## config.mk

```make
export PLATFORM = sky130hd
export DESIGN_NAME = ram_word_streamer
export DESIGN_NICKNAME = d
export VERILOG_FILES = /design/src/rtl/ram_word_streamer.sv
export SDC_FILE = /design/constraint.sdc
export NUM_CORES = 1
export LEC_CHECK = 0
export CAP_MARGIN = 20
export CORE_ASPECT_RATIO = 2
export CORE_MARGIN = 2
export CORE_UTILIZATION = 38
export DETAILED_ROUTE_END_ITERATION = 12
export SLEW_MARGIN = 30
export SYNTH_ARGS = -nofsm -noshare
export SYNTH_HDL_FRONTEND = slang
export SYNTH_SLANG_ARGS = --single-unit
export TNS_END_PERCENT = 10
```

## constraint.sdc

```tcl
create_clock -name clk -period 3.7 [get_ports clk]
set_clock_uncertainty 0.2 [all_clocks]
set_input_delay 0.74 -clock clk [delete_from_list [all_inputs] [get_ports clk]]
set_output_delay 0.74 -clock clk [all_outputs]
set_load 0.02 [all_outputs]
```

## src/rtl/ram_word_streamer.sv

```systemverilog
// ram_word_streamer: streams words from a 128x32 RAM out as bytes, MSB first.
// Ports: clk, rst (sync, active-high); start/base_addr/word_count request;
//   busy/done status; ram_en/ram_action/ram_addr/ram_rdata RAM read port;
//   tx_data/tx_valid/tx_ready byte handshake toward the transmitter.
// Option: define RAM_STREAMER_CHECKSUM_EN to append an XOR checksum byte.
module ram_word_streamer #(
    parameter int ADDR_W = 7,
    parameter int DATA_W = 32,
    parameter int CNT_W  = 8
) (
    input  logic              clk,
    input  logic              rst,
    input  logic              start,
    input  logic [ADDR_W-1:0] base_addr,
    input  logic [CNT_W-1:0]  word_count,
    output logic              busy,
    output logic              done,
    output logic              ram_en,
    output logic              ram_action,
    output logic [ADDR_W-1:0] ram_addr,
    input  logic [DATA_W-1:0] ram_rdata,
    output logic [7:0]        tx_data,
    output logic              tx_valid,
    input  logic              tx_ready
);

    typedef enum logic [2:0] {
        S_IDLE,
        S_RD_REQ,
        S_RD_WAIT,
        S_SEND,
`ifdef RAM_STREAMER_CHECKSUM_EN
        S_CSUM,
`endif
        S_DONE
    } state_e;

    localparam logic [CNT_W-1:0]  MAX_WORDS = CNT_W'(2 ** ADDR_W);
    localparam logic [CNT_W-1:0]  CNT_ONE   = CNT_W'(1);
    localparam logic [ADDR_W-1:0] ADDR_ONE  = ADDR_W'(1);

    state_e              state_q;
    logic [ADDR_W-1:0]   addr_q;
    logic [CNT_W-1:0]    words_q;
    logic [1:0]          byte_q;
    logic [DATA_W-1:0]   shreg_q;
    logic                busy_q;
    logic                done_q;
    logic                ram_en_q;
    logic [ADDR_W-1:0]   ram_addr_q;
    logic [7:0]          tx_data_q;
    logic                tx_valid_q;
    logic [CNT_W-1:0]    words_d;
    logic [ADDR_W-1:0]   addr_d;
`ifdef RAM_STREAMER_CHECKSUM_EN
    logic [7:0]          csum_q;
`endif

    // Requests above the RAM depth are trimmed to one full pass.
    assign words_d = (word_count > MAX_WORDS) ? MAX_WORDS : word_count;
    assign addr_d  = addr_q + ADDR_ONE;

    always_ff @(posedge clk) begin
        if (rst) begin
            state_q    <= S_IDLE;
            addr_q     <= '0;
            words_q    <= '0;
            byte_q     <= '0;
            shreg_q    <= '0;
            busy_q     <= 1'b0;
            done_q     <= 1'b0;
            ram_en_q   <= 1'b0;
            ram_addr_q <= '0;
            tx_data_q  <= '0;
            tx_valid_q <= 1'b0;
`ifdef RAM_STREAMER_CHECKSUM_EN
            csum_q     <= '0;
`endif
        end else begin
            done_q <= 1'b0;
            unique case (state_q)
                S_IDLE: begin
                    if (start) begin
                        addr_q  <= base_addr;
                        words_q <= words_d;
                        byte_q  <= '0;
                        busy_q  <= 1'b1;
`ifdef RAM_STREAMER_CHECKSUM_EN
                        csum_q  <= '0;
`endif
                        if (word_count == '0) begin
`ifdef RAM_STREAMER_CHECKSUM_EN
                            state_q    <= S_CSUM;
                            tx_valid_q <= 1'b1;
                            tx_data_q  <= '0;
`else
                            state_q    <= S_DONE;
                            done_q     <= 1'b1;
`endif
                        end else begin
                            state_q    <= S_RD_REQ;
                            ram_en_q   <= 1'b1;
                            ram_addr_q <= base_addr;
                        end
                    end
                end
                S_RD_REQ: begin
                    ram_en_q <= 1'b0;
                    state_q  <= S_RD_WAIT;
                end
                S_RD_WAIT: begin
                    shreg_q    <= ram_rdata;
                    tx_data_q  <= ram_rdata[DATA_W-1 -: 8];
                    tx_valid_q <= 1'b1;
                    state_q    <= S_SEND;
                end
                S_SEND: begin
                    if (tx_ready) begin
`ifdef RAM_STREAMER_CHECKSUM_EN
                        csum_q <= csum_q ^ tx_data_q;
`endif
                        if (byte_q == 2'd3) begin
                            byte_q     <= '0;
                            addr_q     <= addr_d;
                            words_q    <= words_q - CNT_ONE;
                            tx_valid_q <= 1'b0;
                            if (words_q > CNT_ONE) begin
                                state_q    <= S_RD_REQ;
                                ram_en_q   <= 1'b1;
                                ram_addr_q <= addr_d;
                            end else begin
`ifdef RAM_STREAMER_CHECKSUM_EN
                                // Fold in the byte being accepted now.
                                state_q    <= S_CSUM;
                                tx_valid_q <= 1'b1;
                                tx_data_q  <= csum_q ^ tx_data_q;
`else
                                state_q    <= S_DONE;
                                done_q     <= 1'b1;
`endif
                            end
                        end else begin
                            byte_q    <= byte_q + 2'd1;
                            shreg_q   <= shreg_q << 8;
                            tx_data_q <= shreg_q[DATA_W-9 -: 8];
                        end
                    end
                end
`ifdef RAM_STREAMER_CHECKSUM_EN
                S_CSUM: begin
                    if (tx_ready) begin
                        tx_valid_q <= 1'b0;
                        state_q    <= S_DONE;
                        done_q     <= 1'b1;
                    end
                end
`endif
                S_DONE: begin
                    busy_q  <= 1'b0;
                    state_q <= S_IDLE;
                end
                default: state_q <= S_IDLE;
            endcase
        end
    end

    assign busy       = busy_q;
    assign done       = done_q;
    assign ram_en     = ram_en_q;
    assign ram_action = 1'b0;
    assign ram_addr   = ram_addr_q;
    assign tx_data    = tx_data_q;
    assign tx_valid   = tx_valid_q;

endmodule
```

==> impl_metrics.csv <==
group,metric,value,unit
setup_path,crit_type,"primary input to register",
setup_path,crit_buf_inv,1,
synthesis,post_synth_most_frequent_cells,"72 x nand2_1, 63 x dfxtp_1, 57 x nor2_1, 25 x a311oi_1, 24 x a21oi_1",
clock_network,number_of_buffers_inserted_during_clock_tree_synthesis,9,
synthesis,post_synth_inst_count,372,
global_route,gr-usage-all-layers,0.192,
sta,maxSlewViolCount,0,
synthesis,syn_area_per_cell,7.90,um^2
drt,drt-pass1-iter-count,4,
clock_network,clk_path_buf_depth,2,
global_route,maximum_number_of_pins_on_one_net_before_global_route_repair,49,
setup_path,critical-path-max-stage-delay,0.54,ns
place,placed_cells_incl_taps,512,
power,p_per_area,585,nW/um^2
clock_network,post_cts_setup_inserts,0,
sta,slew-limit-headroom,0.503,
setup_path,cell_type_with_the_highest_occurrence_count_on_the_critical_path,"a211o_1",
drt,routed-via-count,2820,
power,leakage_dissipation,1.49,nW
setup_path,regToRegStartpoint,"state_q[1]",
setup_path,endpoint_of_the_lowest_slack_register_to_register_path,"shreg_q[8]",
synthesis,synth.top_cells.by_area,"dfxtp_1 43%, nand2_1 9.2%, a311oi_1 7.4%, nor2_1 7.3%, a21oi_1 4.1%",
sta,rsz0062_at_grt,"no",
synthesis,synth_seq_cells,63,
drt,total_detailed_routing_wirelength,7.69,mm
clock_network,clk_pin_slew_worst_paths,0.05,ns
setup_path,worstSetupEndpointType,"register",
synthesis,synth_most_common_cell,"nand2_1",
status,status,"complete, no violations",
sta,number_of_failing_hold_endpoints_at_the_final_stage,0,
synthesis,syn-cell-area,2940,um^2
floorplanning,ios,71,
setup_path,worstPathCellList,"clkdlybuf4s50_1 > or3b_4 > a21o_1 > a211o_1 > a211o_1 > a21oi_1",
clock_network,ctsHoldBuffers,0,
sta,final_setup_fails,0,
setup_path,setup.reg_to_reg.worst_slack,1.22,ns
drt,count_of_nets_left_with_antenna_violations_after_detail_routing,0,
drt,initialDrtViolationCount,154,
final_layout,fill_cells,774,
final_layout,multiInputGateArea,1520,um^2
clock_network,insertion_delay,0.33,ns
floorplanning,die-area,8500,um^2
setup_path,critical_path_required,3.76,ns
synthesis,synth_enable_flop_cells,0,
synthesis,synth_sequential_area_ratio,0.429,
setup_path,worst_setup_path_endpoint,"ram_addr[6]",
global_route,first_pass_grt_wire_length,12.3,mm
clock_network,htreeDepth,3,
sta,post-route-min-period,2.66,ns
place,port_buffers,69,
global_route,number_of_antenna_violations_at_the_first_check_in_global_routing,0,
setup_path,critPathArrivalTime,2.72,ns
global_route,grt_overflow_total,0,
clock_network,cts_resized,0,
setup_path,path_delay_family,"compound AO/OA/AOI/OAI gates",
clock_network,clock-sinks,63,
setup_path,worst_setup_path_startpoint,"start",
floorplanning,initial_core_util,0.390,
final_layout,final_cell_count_no_fill,526,
synthesis,post-synth-top-area-cell,"dfxtp_1",
sta,timing_worst_slew_pin_value,0.746,ns
place,gpl.final_weighted_congestion,0.802,
clock_network,cts.root.buffer_cell,"clkbuf_16",
floorplanning,die_h,128,um
synthesis,ys_async_sr_fraction,0,
final_layout,insertedDiodeCount,0,
setup_path,worst-r2r-cell-count,4,
min_path,timing.hold.worst.class,"register to register",
run,max_cap_violations,0,
power,irDropWorstVdd,0.000364,V
final_layout,drive_above_1_share,0.0532,
setup_path,crit_cells,6,
sta,max_freq,0.376,GHz
sta,period_share,0.719,
setup_path,crit_path_start_kind,"primary input",
drt,via_per_inst,5.36,
sta,setup_total_negative_slack,0,ns
setup_path,cell_at_the_slowest_stage_of_the_critical_path,"clkdlybuf4s50_1",
sta,worst_case_hold_slack,0.256,ns
synthesis,synthFlopType,"dfxtp_1",
floorplanning,floorplan.core_area,7540,um^2
setup_path,critical_path.max_fanout,10,
drt,detail_route.wl_per_cell,14.6,um
global_route,vias_in_the_first_global_route,2636,
synthesis,synth_cell_types,45,
final_layout,final_nets,484,
final_layout,regArea,1260,um^2
floorplanning,die-width,66.2,um
drt,post-route-drc-count,0,
synthesis,postSynthNetCount,427,
synthesis,synthesis.yosys.warnings,0,
place,dp.final_hpwl,5.46,mm
clock_network,cts_tree,"yes",
final_layout,layout-area-overhead-vs-synth,33.6,%
synthesis,synth_largest_type_area_fraction,0.429,
floorplanning,rows,45,
[logic make-up after synthesis]
kind of cell / synth area share
AND/OR/NAND/NOR: 0.249
AO/OA/AOI/OAI: 0.219
flip-flops: 0.429
buffers and inverters: 0.0532
XOR/XNOR: 0.0149
multiplexers: 0.0170
adder cells (fa/ha/maj): 0.0170
other: 0.00128
[report_power, final]
part	switching [W]	leakage [nW]	internal, W
registers	0.0000942	0.516	0.000798
clock network	0.000279	0.132	0.000481
logic	0.000355	0.844	0.000289
[area by class of cell]
class,count,share of cell area
multi-input cells,273,0.388
flip-flops and latches,63,0.321
repair buffers,76,0.188
clock buffers,13,0.0663
well taps,94,0.0300
inverters,6,0.00574
clock inverters,1,0.00127
[metrics by stage]
| stage | cell area [um^2] | power (W) | setup WS [ns] | util |
|---|---|---|---|---|
| 3_3_place_gp | 3660 | 0.00154 | 0.712 | 0.485 |
| 2_1_floorplan | 2940 | 0.00133 | 1.33 | - |
| 3_5_place_dp | 3660 | 0.00155 | 0.711 | 0.485 |
| 5_1_grt | 3930 | 0.00244 | 0.920 | 0.520 |
| 4_1_cts | 3930 | 0.00232 | 1.04 | 0.520 |
| 6_report | 3930 | 0.00230 | 1.04 | 0.520 |
[worst reg2reg max path, delay by kind of cell (launching register included)]
kind                   cells  cell delay, ns
AO/OA/AOI/OAI              1            0.26
buffers and inverters      1            0.44
flip-flops                 1            0.60
AND/OR/NAND/NOR            2            0.89
[metal layers]
layer	share of wire	global-route usage	vias to the layer above
li1	-	-	1433
met1	0.39	0.208	1307
met2	0.55	0.338	66
met3	0.033	0.0376	14
met4	0.024	0.103	0
met5	0	0	-
[layout by cell type (no fill, tap or decap), drive strengths merged, types with 2 or more instances in the layout]
cell and count:
ha 4, nand3b 5, a22oi 9, a21oi 24, nor2 57, buf 8, a221oi 2, nor4 3
clkbuf 13, and3b 2, o21ai 8, nand3 10, clkdlybuf4s50 68, nor3 9, a211o 5, xor2 4
o31ai 3, mux2i 5, a311oi 25, nand2 72, dfxtp 63, nor3b 3, inv 6, a211oi 4
[registers in the layout, summed over array words and instances, names as in the netlist]
signal and flops:
addr_q 7, byte_q 2, words_q 8, tx_data 8
state_q 3, ram_en 1, busy 1, tx_valid 1
done 1, ram_addr 7, shreg_q 24
[worst min-delay path by stage]
stage / startpoint / end / slack, ns / depth (start not counted)
after global routing: ram_addr[5] / ram_addr[5] / 0.28 / 2
final: ram_addr[6] / ram_addr[6] / 0.26 / 2
after global placement: ram_addr[6] / ram_addr[6] / 0.25 / 2
after CTS: ram_addr[6] / ram_addr[6] / 0.26 / 2
after floorplan: addr_q[6] / addr_q[6] / 0.25 / 2
after detailed placement: ram_addr[6] / ram_addr[6] / 0.25 / 2
No activity file was read; power rests on OpenSTA's default activity.
